--- config.mk ---
export PLATFORM = sky130hd
export DESIGN_NAME = axi_slave_lite_regs
export DESIGN_NICKNAME = d
export VERILOG_FILES = /design/src/rtl/axi_slave_lite_regs_pkg.sv /design/src/rtl/axi_slave_lite_regs.sv
export SDC_FILE = /design/constraint.sdc
export NUM_CORES = 1
export LEC_CHECK = 0
export ABC_AREA = 1
export CAP_MARGIN = 20
export CORE_ASPECT_RATIO = 1.4
export CORE_UTILIZATION = 59
export CTS_CLUSTER_SIZE = 8
export DETAILED_ROUTE_END_ITERATION = 16
export PLACE_DENSITY = 0.85
export SKIP_LAST_GASP = 1
export SYNTH_ARGS = -nofsm -noshare
export SYNTH_HDL_FRONTEND = slang
export SYNTH_SLANG_ARGS = --single-unit
--- constraint.sdc ---
create_clock -name ACLK -period 9.8 [get_ports ACLK]
set_input_delay 1.47 -clock ACLK [delete_from_list [all_inputs] [get_ports ACLK]]
set_output_delay 1.47 -clock ACLK [all_outputs]
set_load 0.05 [all_outputs]
--- src/rtl/axi_slave_lite_regs_pkg.sv ---
// Shared constants, register-index enum and byte-strobe helpers for the
// AXI4-Lite scratch/counter register block.
package axi_slave_lite_regs_pkg;

  localparam int unsigned DATA_W = 32;
  localparam int unsigned STRB_W = DATA_W / 8;
  localparam int unsigned IDX_W  = 3;
  localparam int unsigned NUM_RW = 4;
  localparam int unsigned RESP_W = 2;

  localparam logic [4:0] OFFS_REG0    = 5'h00;
  localparam logic [4:0] OFFS_REG1    = 5'h04;
  localparam logic [4:0] OFFS_REG2    = 5'h08;
  localparam logic [4:0] OFFS_REG3    = 5'h0C;
  localparam logic [4:0] OFFS_WR_CNT  = 5'h10;
  localparam logic [4:0] OFFS_RD_CNT  = 5'h14;
  localparam logic [4:0] OFFS_UNMAP0  = 5'h18;
  localparam logic [4:0] OFFS_UNMAP1  = 5'h1C;

  localparam logic [RESP_W-1:0] RESP_OKAY   = 2'b00;
  localparam logic [RESP_W-1:0] RESP_SLVERR = 2'b10;

  typedef enum logic [IDX_W-1:0] {
    IDX_REG0   = OFFS_REG0[4:2],
    IDX_REG1   = OFFS_REG1[4:2],
    IDX_REG2   = OFFS_REG2[4:2],
    IDX_REG3   = OFFS_REG3[4:2],
    IDX_WR_CNT = OFFS_WR_CNT[4:2],
    IDX_RD_CNT = OFFS_RD_CNT[4:2],
    IDX_UNMAP0 = OFFS_UNMAP0[4:2],
    IDX_UNMAP1 = OFFS_UNMAP1[4:2]
  } reg_idx_e;

  // Scratch registers occupy the low word slots; everything above is RO/unmapped.
  function automatic logic is_rw(input reg_idx_e idx);
    return idx < IDX_WR_CNT;
  endfunction

  function automatic logic [DATA_W-1:0] merge_strb(input logic [DATA_W-1:0] old_val,
                                                   input logic [DATA_W-1:0] new_val,
                                                   input logic [STRB_W-1:0] strb);
    logic [DATA_W-1:0] res;
    res = old_val;
    for (int b = 0; b < STRB_W; b++) begin
      if (strb[b]) res[b*8 +: 8] = new_val[b*8 +: 8];
    end
    return res;
  endfunction

endpackage

--- src/rtl/axi_slave_lite_regs.sv ---
// AXI4-Lite slave with four RW scratch registers and two RO transaction
// counters; AW and W are buffered independently, reads run in parallel.
module axi_slave_lite_regs
  import axi_slave_lite_regs_pkg::*;
#(
  parameter int unsigned C_S_AXI_DATA_WIDTH = 32,
  parameter int unsigned C_S_AXI_ADDR_WIDTH = 5
) (
  input  logic                              ACLK,
  input  logic                              ARESET,
  input  logic [C_S_AXI_ADDR_WIDTH-1:0]     S_AXI_L_AWADDR,
  input  logic                              S_AXI_L_AWVALID,
  output logic                              S_AXI_L_AWREADY,
  input  logic [C_S_AXI_DATA_WIDTH-1:0]     S_AXI_L_WDATA,
  input  logic [C_S_AXI_DATA_WIDTH/8-1:0]   S_AXI_L_WSTRB,
  input  logic                              S_AXI_L_WVALID,
  output logic                              S_AXI_L_WREADY,
  output logic [1:0]                        S_AXI_L_BRESP,
  output logic                              S_AXI_L_BVALID,
  input  logic                              S_AXI_L_BREADY,
  input  logic [C_S_AXI_ADDR_WIDTH-1:0]     S_AXI_L_ARADDR,
  input  logic                              S_AXI_L_ARVALID,
  output logic                              S_AXI_L_ARREADY,
  output logic [C_S_AXI_DATA_WIDTH-1:0]     S_AXI_L_RDATA,
  output logic [1:0]                        S_AXI_L_RRESP,
  output logic                              S_AXI_L_RVALID,
  input  logic                              S_AXI_L_RREADY,
  output logic [C_S_AXI_DATA_WIDTH-1:0]     CTRL
);

  logic                           rst_done;
  logic                           aw_full;
  reg_idx_e                       aw_idx;
  logic                           w_full;
  logic [DATA_W-1:0]              w_data;
  logic [STRB_W-1:0]              w_strb;
  logic [NUM_RW-1:0][DATA_W-1:0]  regs;
  logic [DATA_W-1:0]              wr_cnt;
  logic [DATA_W-1:0]              rd_cnt;
  logic                           bvalid;
  logic [RESP_W-1:0]              bresp;
  logic                           rvalid;
  logic [DATA_W-1:0]              rdata;
  logic [RESP_W-1:0]              rresp;

  logic                           aw_hs_c;
  logic                           w_hs_c;
  logic                           ar_hs_c;
  logic                           wr_exec_c;
  reg_idx_e                       ar_idx_c;
  logic [DATA_W-1:0]              rd_data_c;
  logic [RESP_W-1:0]              rd_resp_c;
  logic                           unused_addr_lsbs;

  assign unused_addr_lsbs = ^{S_AXI_L_AWADDR[1:0], S_AXI_L_ARADDR[1:0]};

  // Ready signals are gated until the first edge after reset release.
  assign S_AXI_L_AWREADY = rst_done && !aw_full;
  assign S_AXI_L_WREADY  = rst_done && !w_full;
  assign S_AXI_L_ARREADY = rst_done && (!rvalid || S_AXI_L_RREADY);

  assign aw_hs_c   = S_AXI_L_AWVALID && S_AXI_L_AWREADY;
  assign w_hs_c    = S_AXI_L_WVALID && S_AXI_L_WREADY;
  assign ar_hs_c   = S_AXI_L_ARVALID && S_AXI_L_ARREADY;
  assign wr_exec_c = aw_full && w_full && (!bvalid || S_AXI_L_BREADY);
  assign ar_idx_c  = reg_idx_e'(S_AXI_L_ARADDR[IDX_W+1:2]);

  assign S_AXI_L_BVALID = bvalid;
  assign S_AXI_L_BRESP  = bresp;
  assign S_AXI_L_RVALID = rvalid;
  assign S_AXI_L_RDATA  = rdata;
  assign S_AXI_L_RRESP  = rresp;
  assign CTRL           = regs[0];

  // Read mux sees pre-edge state, so same-edge writes are not visible.
  always_comb begin
    rd_data_c = '0;
    rd_resp_c = RESP_OKAY;
    unique case (ar_idx_c)
      IDX_REG0, IDX_REG1, IDX_REG2, IDX_REG3: rd_data_c = regs[ar_idx_c[1:0]];
      IDX_WR_CNT:                             rd_data_c = wr_cnt;
      IDX_RD_CNT:                             rd_data_c = rd_cnt;
      default:                                rd_resp_c = RESP_SLVERR;
    endcase
  end

  always_ff @(posedge ACLK or posedge ARESET) begin
    if (ARESET) rst_done <= 1'b0;
    else        rst_done <= 1'b1;
  end

  // Write address / data holding buffers and write execution.
  always_ff @(posedge ACLK or posedge ARESET) begin
    if (ARESET) begin
      aw_full <= 1'b0;
      aw_idx  <= IDX_REG0;
      w_full  <= 1'b0;
      w_data  <= '0;
      w_strb  <= '0;
      regs    <= '0;
      wr_cnt  <= '0;
      bvalid  <= 1'b0;
      bresp   <= RESP_OKAY;
    end else begin
      if (aw_hs_c) begin
        aw_full <= 1'b1;
        aw_idx  <= reg_idx_e'(S_AXI_L_AWADDR[IDX_W+1:2]);
      end else if (wr_exec_c) begin
        aw_full <= 1'b0;
      end
      if (w_hs_c) begin
        w_full <= 1'b1;
        w_data <= S_AXI_L_WDATA;
        w_strb <= S_AXI_L_WSTRB;
      end else if (wr_exec_c) begin
        w_full <= 1'b0;
      end
      if (wr_exec_c) begin
        wr_cnt <= wr_cnt + 32'd1;
        bvalid <= 1'b1;
        if (is_rw(aw_idx)) begin
          regs[aw_idx[1:0]] <= merge_strb(regs[aw_idx[1:0]], w_data, w_strb);
          bresp <= RESP_OKAY;
        end else begin
          bresp <= RESP_SLVERR;
        end
      end else if (S_AXI_L_BREADY) begin
        bvalid <= 1'b0;
      end
    end
  end

  // Read channel: one capture per AR handshake, held until RREADY.
  always_ff @(posedge ACLK or posedge ARESET) begin
    if (ARESET) begin
      rvalid <= 1'b0;
      rdata  <= '0;
      rresp  <= RESP_OKAY;
      rd_cnt <= '0;
    end else if (ar_hs_c) begin
      rvalid <= 1'b1;
      rdata  <= rd_data_c;
      rresp  <= rd_resp_c;
      rd_cnt <= rd_cnt + 32'd1;
    end else if (S_AXI_L_RREADY) begin
      rvalid <= 1'b0;
    end
  end

endmodule

# Word-level counts from Yosys, hierarchy flattened
# Index checks and enable logic that the tools add are counted.
# W data, S select, Z words.
[totals]
ff_bits = 272
input_bits = 53
output_inout_bits = 73
elab_cells = 80
[classes]
add_sub_neg = 2
n_lt_le_gt_ge = 4
n_eq_ne = 5
mux = 29
n_reduce_logical = 23
[ops]
columns = ["cell", "count"]
rows = [
  ["$bmux W32 S2", 2],
  ["$bwmux W128", 1],
  ["$mux W32", 3],
  ["$mux W8", 12],
  ["$pmux W32 S3", 1],
  ["$add A32 B1 Y32 const B", 2],
  ["$demux W32 S2", 1],
  ["$logic_and A1 B1 Y1", 9],
  ["$reduce_bool A2 Y1", 4],
  ["$mux W1", 7],
  ["$eq A3 B2 Y1 const B", 2],
  ["$eq A3 B3 Y1 const B", 2],
  ["$lt A2 B3 Y1 const B", 2],
  ["$reduce_or A6 Y1", 1],
  ["$logic_not A1 Y1", 4],
  ["$mux W2", 2],
  ["$reduce_or A4 Y1", 1],
  ["$eq A3 B1 Y1 const B", 1],
  ["$logic_not A3 Y1", 1],
  ["$lt A3 B3 Y1 const B", 1],
  ["$ge A2 B1 Y1 const B", 1],
  ["$logic_or A1 B1 Y1", 2],
  ["$reduce_and A2 Y1", 1],
]

# Depth between registers and ports, before layout
[logic_depth]
word_depth = 6
depth_mapped = 10
ltp_nobuf = 9

# Least setup slack after synthesis
# OpenSTA, ideal clock, no wires.
[synth_path]
path_type = "input port to output port"
startpoint = "input port S_AXI_L_RREADY"
endpoint = "output port S_AXI_L_ARREADY"
t_arrival_ns = 1.944
required_time_ns = 8.330
slack_ns = 6.386
path_stages = 4
path_buffers = 0
cell_sequence = "inv_1 nand2_1 nand2_1 inv_1"
[synth_between]
elab_chain_len = 2
[synth_rtl]
columns = ["element", "line_no", "text"]
rows = [
  ["start, declared", "axi_slave_lite_regs.sv:27", "input logic S_AXI_L_RREADY,"],
  ["$logic_or A1 B1 Y1", "axi_slave_lite_regs.sv:60", "assign S_AXI_L_ARREADY = rst_done && (!rvalid || S_AXI_L_RREADY);"],
  ["$logic_and A1 B1 Y1", "axi_slave_lite_regs.sv:60", ""],
  ["end, declared", "axi_slave_lite_regs.sv:23", "output logic S_AXI_L_ARREADY,"],
]
# Every way passes these cells.

# Final worst setup path
# Ends and elaborated chain as after synthesis.

==> impl_results.md <==
- Status: finished clean
- Top cells by area, synth: dfrtp_1, nand2_1, nand3_1
- Synthesized area: 0.0146 mm^2
- Count of different cell masters after synthesis: 33
- Gates resized, CTS repair: 0
- CTS root buf: clkbuf_16
- Top layer reached by signal wires: met4
- Violation count after the first detailed-route iteration: 1,476
- WHS Path Cells: 2
- FILL cells: between 1,500 and 2,000
- Max-slew headroom: 0.269
- Final Util: 0.695
- Routability cong.: 0.936
- Synth top cells by count: nand2_1, nand3_1, dfrtp_1
- Top-count cell post-synth: nand2_1
- Pwr Density: 290 mW/mm^2
- Clock Skew: 0.0137 ns
- Maximum root-to-sink buffer count: 3
- HPWL Detailed: 26,300 um
- Hold path start: regs[112]
- Setup Buffers After CTS: 0
- Largest net degree at the start of global routing: roughly 100
- CTS Hold Buffers Added: 0
- Metal3 WL: between 3000 and 4000 um
- Fin nets: 2,060
- Area grow syn2layout: 14.7%
- Cells after Synth: 1,947
- Actual slew at the worst max-slew pin: 1.09 ns
- Slew Viols, Final: 0
- Top FF cell, synth: dfrtp_1
- Max Clk Rate: 0.225 GHz
- Final hold viol count: 0
- CTS tree: built
- Remaining Overflow, GRT: 0
- Port Buffer Count: 119
- Area leader, netlist: dfrtp_1
- Sequential element share of the synthesized area: 0.463
- Final min period: 4.45 ns
- Maximum vdd drop: roughly 0.21 mV
- Unrepaired setup endpoints after global routing: no
- Hold Path End: regs[112]
- Largest fanout on the critical path: 3
- DIE HEIGHT: 188 um
- Syn Area/Cell: 7.49 um^2
- R2r endpoint: regs[67]
- Routed vias: 13,700
- Clk slew on worst S/H paths: 0.05 ns
- WL met1: 15,700 um
- Crit path kind: primary input to output port
- Pre-Repair DR Iteration Count: 7
- Std-Cell Rows: 67
- Drt via density: 5.90
- Synth async-reset ratio: 1.00
- Worst min path class: flop to flop
- Reg2Reg Launch Point: aw_idx[0]
- Tcrit/Tclk final: 0.454
- Wire length on met2: 20,800 um
- Total CTS buffers: 39
- Vias in the first global route: 13,300
- Die area: 0.0254 mm^2
- Total GRT Usage: 0.336
- Core area: ~0.024 mm^2
- Avg WL per Cell: between 15 and 20 um
- DR DRC count: 0
- Startpoint Class: primary input
- First-pass GRT wire length: around 67,000 um
- Crit path DAT: 2.98 ns
- H-Tree Depth: 2
- Antenna-violating nets left: 0
- Synth top area share: 0.463
- Initial core utilization: 0.606
- Die Wd: 135 um
- CTS sink count: 270
- Setup TNS: 0 ns
- Io pins: 126
- Max Cap Viol: 0
- Ys Warns: 0
- Finish-stage setup viols: 0
- Post-synth EDFFs: 0
- Leak pwr: 0.00834 uW
- Worst Reg-to-Reg Cells: 5
- Ant diodes: 0
- Clock latency on the worst-skew pair: 0.52 ns
- Share of post-route cells with drive strength above 1: 0.0901
- Synth Register Bits: 270
- CP Capture Type: output port
- CP Data Required Time: 8.33 ns
- Internal reg-to-reg setup slack: 6.44 ns
- Routed wire length: between 40,000 and 50,000 um
- Initial antenna violation count: 0
==> logic make-up after synthesis <==
kind of cell | share of synthesized area
xor+xnor | 0.0204
flops | 0.463
compound gates | 0.0391
simple gates | 0.361
buf+inv | 0.0880
mux | 0.0263
fa+ha+maj | 0.00172
other cells | 0.000515
==> layer usage <==
layer  up-vias  global-route usage
met5         -                   0
met4         0               0.162
li1       6260                   -
met3       139              0.0524
met1      6562               0.414
met2       725               0.572
==> how the worst max path moves through the flow <==
stage | startpoint | endpoint | slack (ns)
after global routing | S_AXI_L_RREADY | S_AXI_L_ARREADY | 5.26
after detailed placement | S_AXI_L_RREADY | S_AXI_L_ARREADY | 5.37
final | S_AXI_L_RREADY | S_AXI_L_ARREADY | 5.35
after global placement | S_AXI_L_RREADY | S_AXI_L_ARREADY | 5.38
after floorplan | ARESET | CTRL[0] | 0.89
after CTS | S_AXI_L_RREADY | S_AXI_L_ARREADY | 5.37
==> where the power goes <==
part | leakage (uW) | total (uW) | switching [uW] | internal, uW
clock network | 0.000507 | 1190 | 471 | 719
logic | 0.00444 | 1880 | 1250 | 626
registers | 0.00339 | 1780 | 297 | 1480
total | 0.00834 | 4840 | 2020 | 2830
==> flip-flops by register name, indices dropped and copies added, names as in the netlist, 3 cells and up <==
signal	count
S_AXI_L_RDATA	32
regs	96
aw_idx	3
w_data	32
rd_cnt	32
w_strb	4
wr_cnt	32
CTRL	32
==> critical path: stages <==
cell and delay (ns):
clkdlybuf4s50_1 0.47, inv_1 0.04, nand2_1 0.09, nand2_1 0.06
inv_1 0.05, clkdlybuf4s50_1 0.79
==> area by class of cell <==
class	count	area, um^2	area share
clock inverter	2	25.0	0.00150
sequential	270	6760	0.404
clock buffer	42	1010	0.0603
tap	310	388	0.0232
timing repair buffer	130	1310	0.0783
multi-input combinational	1386	6560	0.392
inverter	178	676	0.0404
==> through the flow <==
step	hold WS [ns]	cells	worst slack, ns	instance area, um^2	total power (uW)
floorplan	0.442	1948	0.891	14600	3140
global placement	0.454	2272	5.38	15600	3550
detailed placement	0.465	2272	5.37	15600	3620
CTS	0.478	2316	5.37	16700	4820
global route	0.499	2318	5.26	16700	5080
finish	0.475	2318	5.35	16700	4840
==> cells in the final DEF (no fill, tap or decap), types with 9 or more instances in the layout <==
cell type | synthesis | layout
a21oi_1 | 37 | 37
a22oi_1 | 23 | 23
buf_4 | 35 | 9
clkbuf_16 | 0 | 40
clkdlybuf4s50_1 | 0 | 118
dfrtp_1 | 270 | 270
inv_1 | 168 | 167
inv_2 | 9 | 9
mux2_2 | 34 | 34
nand2_1 | 706 | 704
nand3_1 | 275 | 275
nand4_1 | 33 | 33
nor2_1 | 116 | 114
o21ai_0 | 14 | 14
o22ai_1 | 20 | 20
or2_2 | 64 | 64
xor2_1 | 31 | 31
Power figures use the tool's default switching activity.
